## config.mk

```make
export PLATFORM = sky130hd
export DESIGN_NAME = riscv_div_unit
export DESIGN_NICKNAME = d
export VERILOG_FILES = /design/src/rtl/riscv_div_pkg.sv /design/src/rtl/div_step.sv /design/src/rtl/riscv_div_unit.sv
export SDC_FILE = /design/constraint.sdc
export NUM_CORES = 1
export LEC_CHECK = 0
export BUFFER_PORTS_ARGS = -buffer_cell sky130_fd_sc_hd__buf_4
export CORE_MARGIN = 2
export CORE_UTILIZATION = 41
export CTS_CLUSTER_SIZE = 20
export DETAILED_ROUTE_END_ITERATION = 10
export SYNTH_ARGS = -nofsm -noshare
export SYNTH_HDL_FRONTEND = slang
export SYNTH_HIERARCHICAL = 1
export SYNTH_SLANG_ARGS = --single-unit
```

## constraint.sdc

```tcl
create_clock -name clk -period 5.2 [get_ports clk]
set_input_delay 0.52 -clock clk [delete_from_list [all_inputs] [get_ports clk]]
set_output_delay 0.52 -clock clk [all_outputs]
set_load 0.02 [all_outputs]
```

## src/rtl/riscv_div_pkg.sv

```systemverilog
// Shared types and constants for the RV32M iterative divide/remainder unit.
package riscv_div_pkg;

  typedef enum logic [1:0] {
    DIV_OP_DIV  = 2'b00,
    DIV_OP_DIVU = 2'b01,
    DIV_OP_REM  = 2'b10,
    DIV_OP_REMU = 2'b11
  } div_op_t;

  typedef enum logic [1:0] {
    IDLE = 2'b00,
    CALC = 2'b01,
    DONE = 2'b10
  } div_state_t;

  localparam int          DIV_ITERATIONS = 32;
  localparam logic [31:0] DIV_BY_ZERO_Q  = 32'hFFFF_FFFF;
  localparam logic [31:0] INT_MIN        = 32'h8000_0000;

  // Magnitude of an operand; INT_MIN maps to unsigned 0x80000000.
  function automatic logic [31:0] div_mag(input logic [31:0] v, input logic is_signed);
    if (is_signed && v[31]) begin
      return 32'd0 - v;
    end else begin
      return v;
    end
  endfunction

endpackage

```

## src/rtl/div_step.sv

```systemverilog
// One radix-2 restoring division iteration: shift in the next dividend bit,
// subtract the divisor if it fits, and report the resulting quotient bit.
module div_step #(
  parameter int DATA_WIDTH = 32
) (
  input  logic [DATA_WIDTH:0]   rem_i,
  input  logic                  bit_i,
  input  logic [DATA_WIDTH-1:0] divisor_i,
  output logic [DATA_WIDTH:0]   rem_o,
  output logic                  q_bit_o
);

  localparam int RW = DATA_WIDTH + 1;

  // Trial subtraction; keep the shifted remainder when the divisor does not fit.
  always_comb begin
    q_bit_o = 1'b0;
    rem_o   = '0;
    if ({rem_i, bit_i} >= {2'b00, divisor_i}) begin
      q_bit_o = 1'b1;
      rem_o   = RW'({rem_i, bit_i} - {2'b00, divisor_i});
    end else begin
      q_bit_o = 1'b0;
      rem_o   = RW'({rem_i, bit_i});
    end
  end

endmodule

```

## src/rtl/riscv_div_unit.sv

```systemverilog
// Iterative RV32M DIV/DIVU/REM/REMU unit, one quotient bit per clock.
// Divide-by-zero and signed overflow resolve at accept and skip the iteration.
// Optional build macro DIV_EARLY_OUT_EN: operands with |SrcA| < |SrcB| also
// resolve at accept (quotient 0, remainder SrcA); results are unchanged.
module riscv_div_unit
  import riscv_div_pkg::*;
#(
  parameter int DATA_WIDTH = 32,
  parameter int CNT_WIDTH  = 6
) (
  input  logic                  clk,
  input  logic                  reset,
  input  logic                  StartValid,
  output logic                  StartReady,
  input  logic [1:0]            DivOp,
  input  logic [DATA_WIDTH-1:0] SrcA,
  input  logic [DATA_WIDTH-1:0] SrcB,
  output logic                  ResultValid,
  input  logic                  ResultReady,
  output logic [DATA_WIDTH-1:0] Result,
  output logic                  Busy
);

  div_state_t            state_q;
  logic                  is_rem_q;
  logic                  quo_neg_q;
  logic                  rem_neg_q;
  logic [DATA_WIDTH-1:0] dvd_q;
  logic [DATA_WIDTH-1:0] dvs_q;
  logic [DATA_WIDTH:0]   rem_q;
  logic [CNT_WIDTH-1:0]  cnt_q;
  logic [DATA_WIDTH-1:0] result_q;
  logic                  result_valid_q;
  logic                  start_ready_q;
  logic                  busy_q;

  div_op_t               op_s;
  logic                  is_signed_s;
  logic                  is_rem_s;
  logic [DATA_WIDTH-1:0] a_mag_s;
  logic [DATA_WIDTH-1:0] b_mag_s;
  logic                  spec_hit_s;
  logic [DATA_WIDTH-1:0] spec_res_s;
  logic [DATA_WIDTH:0]   step_rem_s;
  logic                  step_q_s;
  logic [DATA_WIDTH-1:0] q_mag_s;
  logic [DATA_WIDTH-1:0] r_mag_s;
  logic [DATA_WIDTH-1:0] final_s;

  assign StartReady  = start_ready_q;
  assign ResultValid = result_valid_q;
  assign Result      = result_q;
  assign Busy        = busy_q;

  div_step #(.DATA_WIDTH(DATA_WIDTH)) u_step (
    .rem_i     (rem_q),
    .bit_i     (dvd_q[DATA_WIDTH-1]),
    .divisor_i (dvs_q),
    .rem_o     (step_rem_s),
    .q_bit_o   (step_q_s)
  );

  // Decode the request and resolve the cases that need no iteration.
  always_comb begin
    op_s        = div_op_t'(DivOp);
    is_signed_s = (op_s == DIV_OP_DIV) || (op_s == DIV_OP_REM);
    is_rem_s    = (op_s == DIV_OP_REM) || (op_s == DIV_OP_REMU);
    a_mag_s     = div_mag(SrcA, is_signed_s);
    b_mag_s     = div_mag(SrcB, is_signed_s);
    spec_hit_s  = 1'b0;
    spec_res_s  = '0;
    if (SrcB == 32'd0) begin
      spec_hit_s = 1'b1;
      spec_res_s = is_rem_s ? SrcA : DIV_BY_ZERO_Q;
    end else if (is_signed_s && (SrcA == INT_MIN) && (SrcB == 32'hFFFF_FFFF)) begin
      spec_hit_s = 1'b1;
      spec_res_s = is_rem_s ? 32'd0 : INT_MIN;
`ifdef DIV_EARLY_OUT_EN
    end else if (a_mag_s < b_mag_s) begin
      spec_hit_s = 1'b1;
      spec_res_s = is_rem_s ? SrcA : 32'd0;
`endif
    end else begin
      spec_hit_s = 1'b0;
      spec_res_s = '0;
    end
  end

  // Sign-correct the magnitudes produced by the final iteration and pick the result.
  always_comb begin
    q_mag_s = {dvd_q[DATA_WIDTH-2:0], step_q_s};
    r_mag_s = step_rem_s[DATA_WIDTH-1:0];
    final_s = '0;
    if (is_rem_q) begin
      final_s = rem_neg_q ? (32'd0 - r_mag_s) : r_mag_s;
    end else begin
      final_s = quo_neg_q ? (32'd0 - q_mag_s) : q_mag_s;
    end
  end

  // Control FSM with the datapath registers and registered handshake outputs.
  always_ff @(posedge clk or posedge reset) begin
    if (reset) begin
      state_q        <= IDLE;
      is_rem_q       <= 1'b0;
      quo_neg_q      <= 1'b0;
      rem_neg_q      <= 1'b0;
      dvd_q          <= '0;
      dvs_q          <= '0;
      rem_q          <= '0;
      cnt_q          <= '0;
      result_q       <= '0;
      result_valid_q <= 1'b0;
      start_ready_q  <= 1'b1;
      busy_q         <= 1'b0;
    end else begin
      case (state_q)
        IDLE: begin
          if (StartValid && start_ready_q) begin
            is_rem_q      <= is_rem_s;
            quo_neg_q     <= is_signed_s && (SrcA[DATA_WIDTH-1] ^ SrcB[DATA_WIDTH-1]);
            rem_neg_q     <= is_signed_s && SrcA[DATA_WIDTH-1];
            dvd_q         <= a_mag_s;
            dvs_q         <= b_mag_s;
            rem_q         <= '0;
            cnt_q         <= '0;
            start_ready_q <= 1'b0;
            busy_q        <= 1'b1;
            if (spec_hit_s) begin
              state_q        <= DONE;
              result_q       <= spec_res_s;
              result_valid_q <= 1'b1;
            end else begin
              state_q <= CALC;
            end
          end
        end
        CALC: begin
          dvd_q <= {dvd_q[DATA_WIDTH-2:0], step_q_s};
          rem_q <= step_rem_s;
          cnt_q <= cnt_q + CNT_WIDTH'(1);
          if (cnt_q == CNT_WIDTH'(DIV_ITERATIONS - 1)) begin
            state_q        <= DONE;
            result_q       <= final_s;
            result_valid_q <= 1'b1;
          end
        end
        DONE: begin
          if (ResultReady) begin
            state_q        <= IDLE;
            result_valid_q <= 1'b0;
            start_ready_q  <= 1'b1;
            busy_q         <= 1'b0;
          end
        end
        default: begin
          state_q        <= IDLE;
          result_valid_q <= 1'b0;
          start_ready_q  <= 1'b1;
          busy_q         <= 1'b0;
        end
      endcase
    end
  end

endmodule

```

==> results.md, run 1 <==
Outcome:
- The run finished with clean final reports.

STA:
- Setup repair after global routing could not meet its margin everywhere.
- The total negative slack is 0 ns.
- Static timing analysis puts the maximum clock frequency at ~200 MHz.
- The final worst-path cycle share is a little over nine tenths.
- The worst setup skew after layout is 0.01582 ns.
- The final number of max-transition violations came to 0.
- The slew of the pin with the lowest slew margin is between 1 and 1.5 ns.
- The number of endpoints with negative hold slack in the final report is 0.
- The worst pin sits at a relative slew slack of 23.19%.
- The final period demand of the worst path is between 5 and 6 ns.
- The total of endpoints with negative setup slack in the final report is 0.

Synthesis:
- The cell area that synthesis handed to floorplanning was 0.01158 mm2.
- The top-area cell type share of the netlist area is 30.67%.
- The average instance area after synthesis is roughly 8.0 um2.
- After technology mapping, the gate count stands at around 1400.
- In the post-synthesis netlist, the cell with the most instances is sky130_fd_sc_hd__o21ai_0.
- The register area share after synthesis is approximately 30%.
- The number of nets handed over by synthesis was around 1600.
- Among all flip-flop cells after synthesis, the most frequent one is sky130_fd_sc_hd__dfrtp_1.
- Yosys attributes the largest share of cell area to sky130_fd_sc_hd__dfrtp_1 31%, sky130_fd_sc_hd__o21ai_0 8.4%, sky130_fd_sc_hd__xnor2_1 6.1%.
- The number of enable-type register cells in the synthesized netlist is 0.
- sky130_fd_sc_hd__dfrtp_1 takes more of the synthesized area than any other cell.
- The synthesized design contains ~140 register bits.
- In the synthesized netlist the async set-or-reset flop fraction comes to between 90% and 100%.
- By count the netlist is led by 194 x sky130_fd_sc_hd__o21ai_0, 180 x sky130_fd_sc_hd__nand2_1, 142 x sky130_fd_sc_hd__dfrtp_1, 85 x sky130_fd_sc_hd__a21oi_1, 82 x sky130_fd_sc_hd__nor2_1.
- The Yosys step of the flow raised 6 warnings.
- Synthesis instantiated 80 different standard cells from the library.

Final layout:
- The final standard cell count with taps included and fillers excluded is about 1900.
- The area occupied by multi-input gates is 0.007473 mm2.
- The sequential cells in the finished layout cover a total of 0.003580 mm2.
- At the end of the flow, the number of nets in the layout was between 1500 and 2000.
- Relative to the synthesized area, the layout overhead comes to 18.12%.
- The number of fill cells is approximately 2800.
- The post-route netlist has between 15 and 20% of its cells at a drive strength greater than 1.
- The diode insertion count for antenna repair is 0.

Clock network:
- The clock latency at the later pin of the worst-skew pair is about 0.44 ns.
- Clock-pin slew was measured on the worst setup and hold paths at roughly 0.070 ns.
- The tree is rooted in a sky130_fd_sc_hd__clkbuf_16.
- The maximum number of buffers from clock root to sink is 2.
- The clock tree from TritonCTS is built.
- The number of clock buffers inserted by TritonCTS is 17.
- For this design, the CTS-stage hold fixing added 0 buffers.
- CTS built an H-tree with a depth of 4.
- The TritonCTS sink count is between 100 and 150.

Setup path:
- The register-to-register path setup slack is 0.17 ns.
- Together, buffers and inverters on the worst path number 4.
- STA classifies the critical path startpoint as a flip-flop.
- The gate family responsible for the most delay along the worst path is simple AND/OR/NAND/NOR gates.
- The worst setup path is of the flip-flop to flip-flop kind.
- The critical path data arrival time is roughly 5.3 ns.
- Of all nets on the critical path, the largest fanout is 9.
- Walking the worst path, the cells encountered are inv_1 > ha_1 > inv_1 > fa_1 > a211oi_2 > nor3_1 > or3_1 > nand4_1 > a21oi_4 > nor2_4 > inv_2 > buf_4 > mux2_4 > or4_1 > or4_4 > o41ai_4 > xor2_1 > mux2i_1 > a221o_1.
- For this design, the slowest cell found on the critical path is sky130_fd_sc_hd__or4_1.
- STA classifies the critical path endpoint as a flip-flop.
- The peak per-stage delay on the critical path is ~0.5 ns.
- The cell type with the highest occurrence count on the critical path is sky130_fd_sc_hd__inv_1.
- For the worst setup path, the data required time is 5.51 ns.

Global route:
- The aggregate global-route resource usage is 26.54%.
- After global routing the overflow that remains totals 0.
- The via count of the first global-routing pass was between 10000 and 15000.
- The largest net degree at the start of global routing is roughly 100.
- The initial antenna violation count is 0.
- The global-route wire length before repair is approximately 61000 um.

Die:
- In this run the count of I/O pins placed on the die edge is ~110.
- Once the floorplan was initialized, standard cells occupied approximately two fifths of the core.
- The die footprint is 0.02962 mm2.
- The die is approximately 170 um tall.
- The total number of placement rows is 61.
- The core area is 0.02778 mm2.
- The die span in x is 172.1 um.

Drt:
- The first TritonRoute pass finished after 5 iterations.
- The number of nets with antenna violations after routing is 0.
- After detailed routing, the number of vias per cell comes to about 6.
- The detailed router's first-iteration violation count is ~1100.
- The per-cell routed wire length is about 20 um.
- The final wirelength is between 30000 and 40000 um.
- After detailed routing, the number of remaining DRC violations is 0.
- Summing over every cut layer, the via total after detailed routing is 11520.

Power:
- Across the VDD grid, the largest voltage drop is between 150 and 200 uV.
- The clock network burns a little under 50% of the power.
- The static leakage is around 0.0054 uW.
- The power share of the combinational group is ~7.5%.
- The net switching power of the design is 659.4 uW.
- The internal power of the cells totals 1867 uW.
- In this run the power density over the cells is approximately 180 mW/mm2.
- Net switching is 26.10% of the power.
- Sequential cells account for a little over two fifths of the total power.

Job:
- Max-cap violations in this run came to 0.

Place:
- At the end of routability-driven placement, the weighted congestion stood at around 0.95.
- Port buffering added approximately 100 buffers.
- The number of placed instances with taps included is 1909.
- Detailed placement finished with a half-perimeter wire length of roughly 29000 um.

Worst hold path:
- The min-delay analysis places its worst path in the category primary input to async pin.
power groups by stage:
stage	Clock [uW]	Combinational (uW)	Sequential [uW]
after floorplan	0	88.0	1130
after global placement	0	188	1130
after detailed placement	0	190	1130
after CTS	1240	191	1110
after global routing	1290	209	1110
final	1220	190	1110
worst reg2reg max path, cell delays in order (launching register included):
cell                       delay, ns
sky130_fd_sc_hd__dfrtp_1        0.38
sky130_fd_sc_hd__inv_1          0.06
sky130_fd_sc_hd__ha_1           0.16
sky130_fd_sc_hd__inv_1          0.05
sky130_fd_sc_hd__fa_1           0.39
sky130_fd_sc_hd__a211oi_2       0.26
sky130_fd_sc_hd__nor3_1         0.11
sky130_fd_sc_hd__or3_1          0.44
sky130_fd_sc_hd__nand4_1        0.21
sky130_fd_sc_hd__a21oi_4        0.13
sky130_fd_sc_hd__nor2_4         0.23
sky130_fd_sc_hd__inv_2          0.09
sky130_fd_sc_hd__buf_4          0.19
sky130_fd_sc_hd__mux2_4         0.31
sky130_fd_sc_hd__or4_1          0.50
sky130_fd_sc_hd__or4_4          0.49
sky130_fd_sc_hd__o41ai_4        0.32
sky130_fd_sc_hd__xor2_1         0.18
sky130_fd_sc_hd__mux2i_1        0.09
sky130_fd_sc_hd__a221o_1        0.33
kinds of logic after synthesis:
kind of cell	share of synthesized area [%]
muxes	3.273
buffers and inverters	5.432
and+or+nand+nor	19.74
xor gates and xnor gates	10.06
AOI/OAI and AO/OA	26.32
DFF	30.90
adders and majority gates	4.277
placed cells by master, fill, tap and decap left out, drive strengths merged, types with 7 or more instances in the layout:
cell    instances
a31oi          22
mux2           17
nor2b          10
nand2b         14
a22oi          38
a21o           13
or3            19
o41ai          22
o31ai          34
xnor2          81
xor2           52
clkbuf         19
mux2i          18
nand2         181
nand3          25
a211oi         12
a41oi           7
nand4          21
a21oi          86
buf           180
o21ai         195
dfrtp         142
nor3           29
inv            65
and2            8
nor2           84
or4            21
nor4           31
ha             38
per-layer routing:
| metal | wire length [um] | vias up | share of wire [%] | GRT usage (%) |
|---|---|---|---|---|
| met5 | 0 | - | 0 | 0 |
| met4 | 922 | 0 | 2.4 | 8.221 |
| met3 | 2267 | 51 | 5.9 | 3.388 |
| met2 | 17770 | 396 | 46 | 42.06 |
| met1 | 17760 | 5559 | 46 | 37.73 |
| li1 | - | 5517 | - | - |
cell type report:
type                            instances  area share [%]
Clock buffer                           19           3.237
Clock inverter                         13          0.9509
Inverter                               61           1.710
Multi-Input combinational cell       1154           54.61
Sequential cell                       143           26.16
Tap cell                              378           3.456
Timing Repair Buffer                  180           9.875
worst paths after layout:
path | end | cells past startpoint | start
max in group asynchronous | Result[28]$_DFFE_PP0P_ | 3 | reset
setup reg to reg | Result[28]$_DFFE_PP0P_ | 19 | dvd_q[31]$_DFFE_PP0P_
min in group clk | dvd_q[25]$_DFFE_PP0P_ | 3 | SrcA[25]
setup / recovery | Result[28]$_DFFE_PP0P_ | 19 | dvd_q[31]$_DFFE_PP0P_
hold reg to reg | dvs_q[29]$_DFFE_PP0P_ | 2 | dvs_q[29]$_DFFE_PP0P_
hold / removal | dvs_q[4]$_DFFE_PP0P_ | 2 | reset
what timing repair did:
action                     CTS  global route
setup endpoints to repair    0            17
buffers inserted             0             6
resized for setup            0            11
per-stage QoR:
step / utilization, % / hold slack [ns] / area, um2 / power (uW) / setup slack, ns
floorplan: - / 0.4385 / 11580 / 1221 / 0.3891
global placement: 46.78 / 0.4626 / 13000 / 1322 / 0.07440
detailed placement: 46.78 / 0.4700 / 13000 / 1323 / 0.06450
CTS: 48.84 / 0.3398 / 13570 / 2541 / 0.008853
global route: 49.26 / 0.3593 / 13680 / 2606 / -0.01602
finish: 49.26 / 0.2753 / 13680 / 2527 / 0.1674
flip-flops by register name, indices dropped and copies added, names as in the netlist:
| register | cells |
|---|---|
| Result | 32 |
| state_q | 2 |
| quo_neg_q | 1 |
| dvs_q | 32 |
| cnt_q | 6 |
| Busy | 1 |
| StartReady | 1 |
| dvd_q | 32 |
| rem_neg_q | 1 |
| ResultValid | 1 |
| rem_q | 33 |
| is_rem_q | 1 |
(Power assumes the default switching activity.)
==> run 2: changes to the inputs <==
==> constraint.sdc (replaced) <==
create_clock -name clk -period 5.2 [get_ports clk]
set_input_delay 1.04 -clock clk [delete_from_list [all_inputs] [get_ports clk]]
set_output_delay 1.04 -clock clk [all_outputs]
set_load 0.02 [all_outputs]
==> results.md, run 2 (synthesis gave the netlist of run 1 again) <==
Job:
- Across the run, the number of max-cap violations was 0.

Worst hold path:
- The start point of the worst hold path is dvs_q[15]$_DFFE_PP0P_.
- The path type of the worst min-delay path is flip-flop to flip-flop.
- The end of the worst hold path is dvs_q[15]$_DFFE_PP0P_.
- Counting instances, the worst hold path has a depth of 2.

Die:
- The count of boundary I/O pins is 105.
- The initial core utilization is a little over two fifths.
- The total number of placement rows is 61.
- From left edge to right edge, the die measures 172.1 um.
- The die covers roughly 0.030 mm2.
- After floorplanning, the core was sized to cover between 0.02 and 0.03 mm2.
- The die is about 170 um tall.

Drt:
- The number of nets with antenna violations after routing is 0.
- The detailed-route via count is 11660.
- The per-cell routed wire length is around 20 um.
- The final wirelength is a little under 40000 um.
- In the routed design, unresolved DRC markers number 0.
- The pre-antenna-repair detailed-routing pass consisted of 6 iterations.
- The average via count per standard cell is approximately 6.
- After the first detailed-routing iteration, the DRC count stood at 1144.

Power:
- The net switching power of the design is around 700 uW.
- The share of total power consumed by net switching is 27.56%.
- The share of total power dissipated in sequential elements is between 40% and 50%.
- Dividing total power by cell area gives a power density of roughly 180 mW/mm2.
- The internal power of the cells totals between 1500 and 2000 uW.
- The clock network is responsible for between 40% and 50% of the overall power.
- The static leakage is 0.005376 uW.
- IR analysis of the VDD net gives a maximum drop of 173.0 uV.
- Combinational cells account for roughly 7.6% of the total power.

Final layout:
- The register with the most flip-flops in the layout has 33 of them.
- The final standard cell count with taps included and fillers excluded is approximately 1900.
- The number of fill cells is 2762.
- The top cell types in the final layout, fill and taps aside, are 193 x sky130_fd_sc_hd__o21ai_0, 179 x sky130_fd_sc_hd__nand2_1, 177 x sky130_fd_sc_hd__buf_4, 142 x sky130_fd_sc_hd__dfrtp_1, 85 x sky130_fd_sc_hd__a21oi_1.
- The area growth from synthesis to layout is 18.08%.
- The commonest non-fill, non-tap cell in the layout is sky130_fd_sc_hd__o21ai_0.
- The ratio of cells with drive above 1 in the final layout is 16.55%.
- The register with the most flip-flops is rem_q.
- Summing all multi-input logic gate instances after layout gives 0.007460 mm2.
- Registers take roughly 0.0036 mm2.
- The post-layout net count is 1667.
- The diode insertion count for antenna repair is 0.

Place:
- The weighted congestion reported at the end of routability-driven placement is between 0.9 and 1.
- During placement, the flow inserted port buffers numbering about 100.
- The HPWL after detailed placement is slightly below 30000 um.
- The number of placed instances with taps included is about 1900.

Setup path:
- The startpoint identified for the worst register-to-register timing path is rem_q[5]$_DFFE_PP0P_.
- The highest fanout seen on the critical path is 6.
- STA puts the critical path data required time at 5.52 ns.
- The critical path data arrival time is between 5 and 6 ns.
- The reg-to-reg endpoint is Result[24]$_DFFE_PP0P_.
- The register-to-register path setup slack is ~0.13 ns.
- The endpoint kind of the worst setup timing path is a flip-flop.
- The critical path is of the flip-flop to flip-flop type.
- For the worst flop-to-flop path, the logic depth is 15.
- STA classifies the critical path startpoint as a flip-flop.

Clock network:
- Counting the buffers created by CTS gives 17.
- The clock latency at the later pin of the worst-skew pair is between 0.4 and 0.5 ns.
- The root buffer cell chosen for the clock tree is sky130_fd_sc_hd__clkbuf_16.
- The clock-pin slew of the registers on the worst-case setup and hold paths is 0.07 ns.
- For this design, the sink count on the clock tree is roughly 140.
- TritonCTS built the clock tree.
- In this run the deepest clock path goes through 2 buffers.
- The H-tree depth is 4.

Global route:
- The aggregate global-route resource usage is 26.72%.
- The via count of the first global-routing pass is between 10000 and 15000.
- The initial antenna violation count was 0.
- Global routing finished with a remaining overflow of 0.
- Entering global routing, the biggest net connects 91 pins.
- The first global-routing pass estimated about 60000 um of wire.

STA:
- Setup violations remaining at the end of the flow were counted as 0.
- Subtracting the final worst setup slack from the clock period gives roughly 5.1 ns.
- The number of endpoints with negative hold slack in the final report is 0.
- Summed over all failing endpoints, the final setup total negative slack is 0 ns.
- The worst relative slew slack is between 20 and 25%.
- The final number of max-transition violations is 0.
- The worst setup skew after layout is roughly 0.019 ns.
- Based on the critical path, the design can be clocked at up to between 150 and 200 MHz.
- The final worst-path cycle share is 97.42%.
- At the pin with the least slew margin, the transition time is 1.175 ns.

Outcome:
- The flow ran to the end, and the final reports show no timing, DRC or antenna violations.
==> run 2: power groups by stage <==
stage               combinational, uW  sequential, uW  clock (uW)
floorplan                        88.0            1130           0
global placement                  190            1130           0
detailed placement                191            1130           0
CTS                               191            1110        1210
global route                      208            1110        1270
finish                            191            1110        1200
==> run 2: repair_timing <==
action / 4_1_cts / 5_1_grt
hold buffers: 0 / 0
pin swaps: 1 / 2
gates cloned: 0 / 2
resized for setup: 0 / 10
setup endpoints to repair: 1 / 18
buffers inserted: 0 / 5
==> run 2: layout make-up <==
class                           count  area share (%)
Multi-Input combinational cell   1155           54.53
Sequential cell                   143           26.17
Timing Repair Buffer              180           10.09
Tap cell                          378           3.457
Clock buffer                       18           3.137
Inverter                           61           1.710
Clock inverter                     14          0.9055
==> run 2: critical path, stage by stage (launching register included) <==
cell and delay, ns:
sky130_fd_sc_hd__dfrtp_1 0.44, sky130_fd_sc_hd__ha_1 0.43, sky130_fd_sc_hd__nand2_1 0.12, sky130_fd_sc_hd__nor4_1 0.52
sky130_fd_sc_hd__nand4_1 0.33, sky130_fd_sc_hd__o221ai_4 0.40, sky130_fd_sc_hd__nor2_4 0.12, sky130_fd_sc_hd__inv_2 0.12
sky130_fd_sc_hd__mux2_2 0.35, sky130_fd_sc_hd__or4_1 0.60, sky130_fd_sc_hd__buf_4 0.18, sky130_fd_sc_hd__or2_2 0.32
sky130_fd_sc_hd__o41ai_2 0.31, sky130_fd_sc_hd__xor2_1 0.26, sky130_fd_sc_hd__o221ai_1 0.15, sky130_fd_sc_hd__mux2_2 0.28
==> run 2: stage by stage <==
| stage | worst slack (ns) | total power, uW | hold slack, ns | util, % | area [um2] |
|---|---|---|---|---|---|
| after detailed placement | 0.008712 | 1324 | 0.4679 | 46.89 | 13030 |
| final | 0.1343 | 2507 | 0.4799 | 49.24 | 13680 |
| after global placement | 0.1502 | 1323 | 0.4675 | 46.89 | 13030 |
| after floorplan | 0.3237 | 1221 | 0.4385 | - | 11580 |
| after CTS | 0.004909 | 2517 | 0.4769 | 48.88 | 13580 |
| after global routing | -0.02768 | 2592 | 0.5063 | 49.24 | 13680 |
==> run 2: per-layer routing <==
metal,global-route usage [%],routed length [um],vias up
met1,38.34,17980,5648
met2,41.45,18040,432
met5,0,0,-
met3,4.189,2522,62
li1,-,-,5514
met4,8.038,913,0
==> run 2: worst max path at each step <==
stage,startpoint,to,slack [ns],cells after the start
after global routing,rem_q[15]$_DFFE_PP0P_,Result[15]$_DFFE_PP0P_,-0.03,15
after global placement,dvd_q[31]$_DFFE_PP0P_,Result[24]$_DFFE_PP0P_,0.15,22
final,rem_q[5]$_DFFE_PP0P_,Result[24]$_DFFE_PP0P_,0.13,15
after detailed placement,dvd_q[31]$_DFFE_PP0P_,Result[24]$_DFFE_PP0P_,0.009,22
after CTS,dvd_q[31]$_DFFE_PP0P_,Result[24]$_DFFE_PP0P_,0.005,22
after floorplan,reset,Busy$_DFFE_PP0P_,0.32,1
